==> config.mk <==
export PLATFORM = sky130hd
export DESIGN_NAME = div32_seq_flat
export DESIGN_NICKNAME = d
export VERILOG_FILES = /design/src/rtl/fact_pkg.sv /design/src/rtl/div32_seq_if.sv /design/src/rtl/div32_seq_cla32.sv /design/src/rtl/div32_seq.sv /design/src/flat_wrapper.sv
export SDC_FILE = /design/constraint.sdc
export NUM_CORES = 1
export LEC_CHECK = 0
export ABC_AREA = 0
export BUFFER_PORTS_ARGS = -buffer_cell sky130_fd_sc_hd__buf_2
export CAP_MARGIN = 5
export CORE_UTILIZATION = 35
export DETAILED_ROUTE_END_ITERATION = 6
export PLACE_DENSITY = 0.63
export SYNTH_ARGS = -nofsm -noshare
export SYNTH_HDL_FRONTEND = slang
export SYNTH_HIERARCHICAL = 1
export SYNTH_SLANG_ARGS = --single-unit
==> constraint.sdc <==
create_clock -name clk -period 3.4 [get_ports clk]
set_input_delay 0.68 -clock clk [delete_from_list [all_inputs] [get_ports clk]]
set_output_delay 0.68 -clock clk [all_outputs]
set_load 0.01 [all_outputs]
==> src/rtl/fact_pkg.sv <==
// Shared types and constants for the factorial datapath and its divider.
package fact_pkg;

   typedef logic [31:0] word_t;

   typedef enum logic [1:0] {
      IDLE = 2'd0,
      RUN  = 2'd1,
      DONE = 2'd2
   } div_state_t;

   localparam int         DIV_ITER  = 32;
   localparam logic [4:0] DIV_CNT0  = 5'(DIV_ITER - 1);
   localparam word_t      DIV0_QUOT = 32'hFFFF_FFFF;

endpackage

==> src/rtl/div32_seq_if.sv <==
// Request/result bundle of the sequential divider.
interface div32_seq_if;
   import fact_pkg::*;

   logic  start;
   word_t dividend;
   word_t divisor;
   logic  busy;
   logic  done;
   word_t quotient;
   word_t remainder;
   logic  div_by_zero;

   modport master (
      output start, dividend, divisor,
      input  busy, done, quotient, remainder, div_by_zero
   );

   modport slave (
      input  start, dividend, divisor,
      output busy, done, quotient, remainder, div_by_zero
   );
endinterface

==> src/rtl/div32_seq_cla32.sv <==
// 32-bit carry-lookahead adder: eight 4-bit lookahead groups chained by group carry.
module cla32 (
   input  logic [31:0] a,
   input  logic [31:0] b,
   input  logic        ci,
   output logic [31:0] s,
   output logic        co
);
   logic [31:0] g, p;
   logic [8:0]  c;

   assign g    = a & b;
   assign p    = a ^ b;
   assign c[0] = ci;
   assign co   = c[8];

   for (genvar k = 0; k < 8; k++) begin : g_grp
      logic [3:0] gg, pp;
      logic [4:0] cc;
      assign gg    = g[4*k +: 4];
      assign pp    = p[4*k +: 4];
      assign cc[0] = c[k];
      assign cc[1] = gg[0] | (pp[0] & cc[0]);
      assign cc[2] = gg[1] | (pp[1] & gg[0]) | (pp[1] & pp[0] & cc[0]);
      assign cc[3] = gg[2] | (pp[2] & gg[1]) | (pp[2] & pp[1] & gg[0])
                   | (pp[2] & pp[1] & pp[0] & cc[0]);
      assign cc[4] = gg[3] | (pp[3] & gg[2]) | (pp[3] & pp[2] & gg[1])
                   | (pp[3] & pp[2] & pp[1] & gg[0]) | (&pp & cc[0]);
      assign s[4*k +: 4] = pp ^ cc[3:0];
      assign c[k+1]      = cc[4];
   end
endmodule

==> src/rtl/div32_seq.sv <==
// Sequential 32-bit unsigned restoring divider, one quotient bit per clock.
module div32_seq
   import fact_pkg::*;
(
   input  logic        clk,
   input  logic        reset,
   div32_seq_if.slave  bus
);
   div_state_t st, st_nx;
   word_t      r_q, q_q, d_q;
   logic [4:0] cnt;
   word_t      quot_q, rem_q;
   logic       dbz_q;
   logic       busy_c, done_c;

   // Trial subtraction: shifted remainder minus divisor as S + ~D + 1.
   word_t s_shf, t_sub, r_nx, q_nx;
   logic  hi, co, ok;

   assign s_shf = {r_q[30:0], q_q[31]};
   assign hi    = r_q[31];

   cla32 u_sub (
      .a  (s_shf),
      .b  (~d_q),
      .ci (1'b1),
      .s  (t_sub),
      .co (co)
   );

   // hi covers the 33rd bit of the shifted remainder: a set hi always exceeds D.
   assign ok   = hi | co;
   assign r_nx = ok ? t_sub : s_shf;
   assign q_nx = {q_q[30:0], ok};

   // State register.
   always_ff @(posedge clk) begin
      if (reset) st <= IDLE;
      else       st <= st_nx;
   end

   // Next-state logic; a zero divisor skips RUN entirely.
   always_comb begin
      st_nx = st;
      case (st)
         IDLE:    if (bus.start) st_nx = (bus.divisor == '0) ? DONE : RUN;
         RUN:     if (cnt == '0) st_nx = DONE;
         DONE:    st_nx = IDLE;
         default: st_nx = IDLE;
      endcase
   end

   // Status outputs decoded from state.
   always_comb begin
      busy_c = 1'b0;
      done_c = 1'b0;
      case (st)
         RUN:     busy_c = 1'b1;
         DONE:    begin busy_c = 1'b1; done_c = 1'b1; end
         default: ;
      endcase
   end

   // Datapath: operand capture, restoring steps, result latch on DONE entry.
   always_ff @(posedge clk) begin
      if (reset) begin
         r_q    <= '0;
         q_q    <= '0;
         d_q    <= '0;
         cnt    <= '0;
         quot_q <= '0;
         rem_q  <= '0;
         dbz_q  <= 1'b0;
      end else begin
         case (st)
            IDLE: if (bus.start) begin
               r_q   <= '0;
               q_q   <= bus.dividend;
               d_q   <= bus.divisor;
               cnt   <= DIV_CNT0;
               dbz_q <= 1'b0;
               if (bus.divisor == '0) begin
                  quot_q <= DIV0_QUOT;
                  rem_q  <= bus.dividend;
                  dbz_q  <= 1'b1;
               end
            end
            RUN: begin
               r_q <= r_nx;
               q_q <= q_nx;
               cnt <= cnt - 5'd1;
               if (cnt == '0) begin
                  quot_q <= q_nx;
                  rem_q  <= r_nx;
               end
            end
            default: ;
         endcase
      end
   end

   assign bus.busy        = busy_c;
   assign bus.done        = done_c;
   assign bus.quotient    = quot_q;
   assign bus.remainder   = rem_q;
   assign bus.div_by_zero = dbz_q;
endmodule
==> src/flat_wrapper.sv <==
// flat-port wrapper written by rule: the top's interface ports become plain ports
module div32_seq_flat import fact_pkg::*;
  (clk, reset, bus_start, bus_dividend, bus_divisor, bus_busy, bus_done, bus_quotient, bus_remainder, bus_div_by_zero);
  div32_seq_if bus_i ();
  input  logic clk;
  input  logic reset;
  input wire logic [$bits(bus_i.start)-1:0] bus_start;
  input wire logic [$bits(bus_i.dividend)-1:0] bus_dividend;
  input wire logic [$bits(bus_i.divisor)-1:0] bus_divisor;
  output wire logic [$bits(bus_i.busy)-1:0] bus_busy;
  output wire logic [$bits(bus_i.done)-1:0] bus_done;
  output wire logic [$bits(bus_i.quotient)-1:0] bus_quotient;
  output wire logic [$bits(bus_i.remainder)-1:0] bus_remainder;
  output wire logic [$bits(bus_i.div_by_zero)-1:0] bus_div_by_zero;
  assign bus_i.start = bus_start;
  assign bus_i.dividend = bus_dividend;
  assign bus_i.divisor = bus_divisor;
  assign bus_busy = bus_i.busy;
  assign bus_done = bus_i.done;
  assign bus_quotient = bus_i.quotient;
  assign bus_remainder = bus_i.remainder;
  assign bus_div_by_zero = bus_i.div_by_zero;
  div32_seq u_core (.clk(clk), .reset(reset), .bus(bus_i));
endmodule
==> impl_metrics.py <==
metrics = {
    "clock_network": {
        "cts.sinks": 168,
        "cts_hold_buffers": 0,
        "cts_root_buf": "clkbuf_16",
        "clockBufferDepth": 2,
        "cts_buffers": 17,
        "htree_levels": 4,
        "clk_latency_ns": 0.43,
        "tritoncts": "yes",
        "cts.clk_slew.worst_paths_ns": 0.07,
    },
    "global_routing": {
        "grt_overflow": 0,
        "antenna_found_initial": 0,
        "first_global_vias": 7226,
        "grt_pass1_wl_um": 38120,
        "grt_max_degree": 72,
        "grt_util_all_layers_pct": 19.71,
    },
    "min_path": {
        "min_path_type": "reg2reg",
    },
    "critical_path": {
        "worst-path-max-fanout": 5,
        "end_kind": "register",
        "cp-start-kind": "register",
        "slowest_delay_ns": 0.37,
        "cp_num_buf_inv": 2,
        "cp_cell_sequence": "inv_1, ha_1, and3_1, and2_1, a311oi_2, a221oi_2, a41oi_2, buf_4, o21ai_2, fa_1, xor2_1, nand2_1, a21oi_2, nor2_1, a211oi_1",
        "worstPathRequired_ns": 3.75,
        "path_class": "reg2reg",
        "crit_family": "compound AO/OA/AOI/OAI gates",
        "cp_slowest_cell": "fa_1",
        "cp_data_arrival_time_ns": 3.52,
    },
    "logic_synthesis": {
        "avgSynthCellArea_um2": 7.938,
        "async_reset_ff_share_pct": 0,
        "synth-main-ff-cell": "dfxtp_1",
        "synth_edf_count": 0,
        "ys_ff_latch": 168,
        "synth.most_common_cell": "nand2_1",
        "synth_area_leaders": "dfxtp_1, nand2_1, a21oi_1",
        "synth_top_area_share_pct": 39.78,
        "seq_area_frac_synth_pct": 39.78,
        "syn_area_um2": 8454,
        "synth_warnings": 6,
        "yosysTopAreaCell": "dfxtp_1",
        "syn_inst": 1065,
        "synth.distinct_cells": 59,
        "synth_common_cells": "nand2_1, dfxtp_1, a21oi_1",
    },
    "placement": {
        "pre_cts_slack_ns": 0.03542,
        "hpwl_um": 17060,
        "dp_cells": 1482,
        "place_area_um2": 9574,
        "numPortBuffers": 133,
        "gp_congestion": 0.8505,
    },
    "floorplanning": {
        "die_h_um": 157.4,
        "dieWidth_um": 157.4,
        "dieArea_um2": 24780,
        "rows": 56,
        "initial_core_util_pct": 35.80,
        "pin_count": 134,
        "core-area_um2": 23610,
    },
    "route": {
        "vias": 7761,
        "vias_per_cell": 5.123,
        "drc_errors": 0,
        "drtIter0Drc": 560,
        "routedWlPerCell_um": 15.98,
        "ant_nets": 0,
        "first_pass_iters": 5,
        "routed_wl_um": 24210,
    },
    "sta": {
        "fin_ws_ns": 0.2281,
        "fmax_mhz": 315.3,
        "worstMarginPinSlew_ns": 0.7611,
        "tns_ns": 0,
        "period_share_pct": 93.29,
        "drv_slew": 0,
        "setup_viol": 0,
        "fin_crit_ns": 3.172,
        "max_slew_margin_pct": 49.26,
        "hold_violations": 0,
        "skew_ns": 0.007092,
    },
    "layout": {
        "final_cells": 1515,
        "antennaDiodeCount": 0,
        "area.growth.synth_to_final_pct": 21.09,
        "final_util_pct": 43.36,
        "nets": 1294,
        "drive_above_1_share_pct": 20.99,
        "post-route-cell-area_um2": 10240,
    },
    "run_status": {
        "outcome": "completed",
    },
    "power_and_ir_drop": {
        "vdd_drop_max_mv": 0.3351,
        "p_per_area_nw_per_um2": 587.2,
        "p_leak_uw": 0.004044,
    },
    "run": {
        "cap_violations": 0,
    },
}
sequential cells by signal, indices dropped and copies added, names as in the netlist:
| register | flops |
|---|---|
| u_core/bus.div_by_zero | 1 |
| u_core/bus.quotient | 32 |
| u_core/bus.remainder | 32 |
| u_core/cnt | 5 |
| u_core/d_q | 32 |
| u_core/q_q | 32 |
| u_core/r_q | 32 |
| u_core/st | 2 |
where the power goes:
group / switching (uW) / internal, uW / total (uW)
registers: 156 / 2200 / 2360
logic: 1090 / 704 / 1800
clock network: 893 / 966 / 1860
final timing paths:
check,endpoint,slack (ns),cells past startpoint,from
worst min register to register,u_core/d_q[23],0.46,2,u_core/d_q[23]
worst max register to register,u_core/bus.remainder[29],0.23,15,u_core/d_q[7]
worst min-delay path,u_core/d_q[23],0.46,2,u_core/d_q[23]
worst max-delay path,u_core/bus.remainder[29],0.23,15,u_core/d_q[7]
timing repair:
| action | CTS | global route |
|---|---|---|
| gates cloned | 0 | 0 |
| pin swaps | 0 | 7 |
| setup buffers | 0 | 1 |
| endpoints found under the setup margin | 1 | 65 |
| gates resized for setup | 1 | 26 |
cells by family (layout without fill, tap and decap cells):
logic type / count (synthesis) / in the layout / synth area share (%)
other cells: 1 / 2 / 0.04436
xor+xnor: 20 / 20 / 2.072
simple gates: 404 / 404 / 20.59
compound gates: 292 / 292 / 23.15
mux: 5 / 5 / 0.6068
buf+inv: 131 / 261 / 6.541
fa+ha+maj: 44 / 44 / 7.222
flops: 168 / 168 / 39.78
routing by layer:
metal / up-vias / global-route usage (%) / routed length [um]
met4: 0 / 6.657 / 354
met1: 3614 / 27.87 / 12220
li1: 3915 / - / -
met2: 208 / 29.62 / 10310
met5: - / 0 / 0
met3: 24 / 3.910 / 1320
cell type report:
class	count	area, um2
clock buffer	17	425.4
clock inverter	15	143.9
fill	2359	13380
inverter	55	206.4
multi-input combinational	767	4661
sequential	168	3363
tap	319	399.1
timing repair buffer	174	1039
per-stage QoR:
step / hold slack [ns] / total power (uW)
after floorplan: 0.4363 / 3570
after global placement: 0.4447 / 4133
final: 0.4555 / 6012
after CTS: 0.4576 / 6011
after detailed placement: 0.4477 / 4154
after global routing: 0.4706 / 6353
tightest hold or removal path: cells and delay by family, from the launching register on:
| kind | cells | cell delay (ns) |
|---|---|---|
| DFF | 1 | 0.31 |
| and+or+nand+nor | 1 | 0.05 |
| AOI/OAI and AO/OA | 1 | 0.05 |
cells in the final DEF, fill, tap and decap left out, types with 5 or more instances in the layout:
cell type / Yosys / routed
nand2_1: 215 / 215
dfxtp_1: 168 / 168
buf_2: 3 / 132
a21oi_1: 146 / 132
nor2_1: 87 / 85
a211oi_1: 64 / 63
inv_1: 53 / 53
buf_4: 4 / 37
ha_1: 36 / 35
nor3_1: 34 / 34
nor2b_1: 33 / 33
o221a_1: 28 / 28
clkbuf_16: 0 / 17
a21oi_2: 0 / 14
xnor2_1: 12 / 12
o21ai_0: 15 / 10
nor4_1: 8 / 8
xor2_1: 8 / 8
fa_1: 8 / 8
nand4_1: 7 / 7
a31oi_1: 6 / 6
buf_12: 0 / 5
No activity file was read; power rests on OpenSTA's default activity.
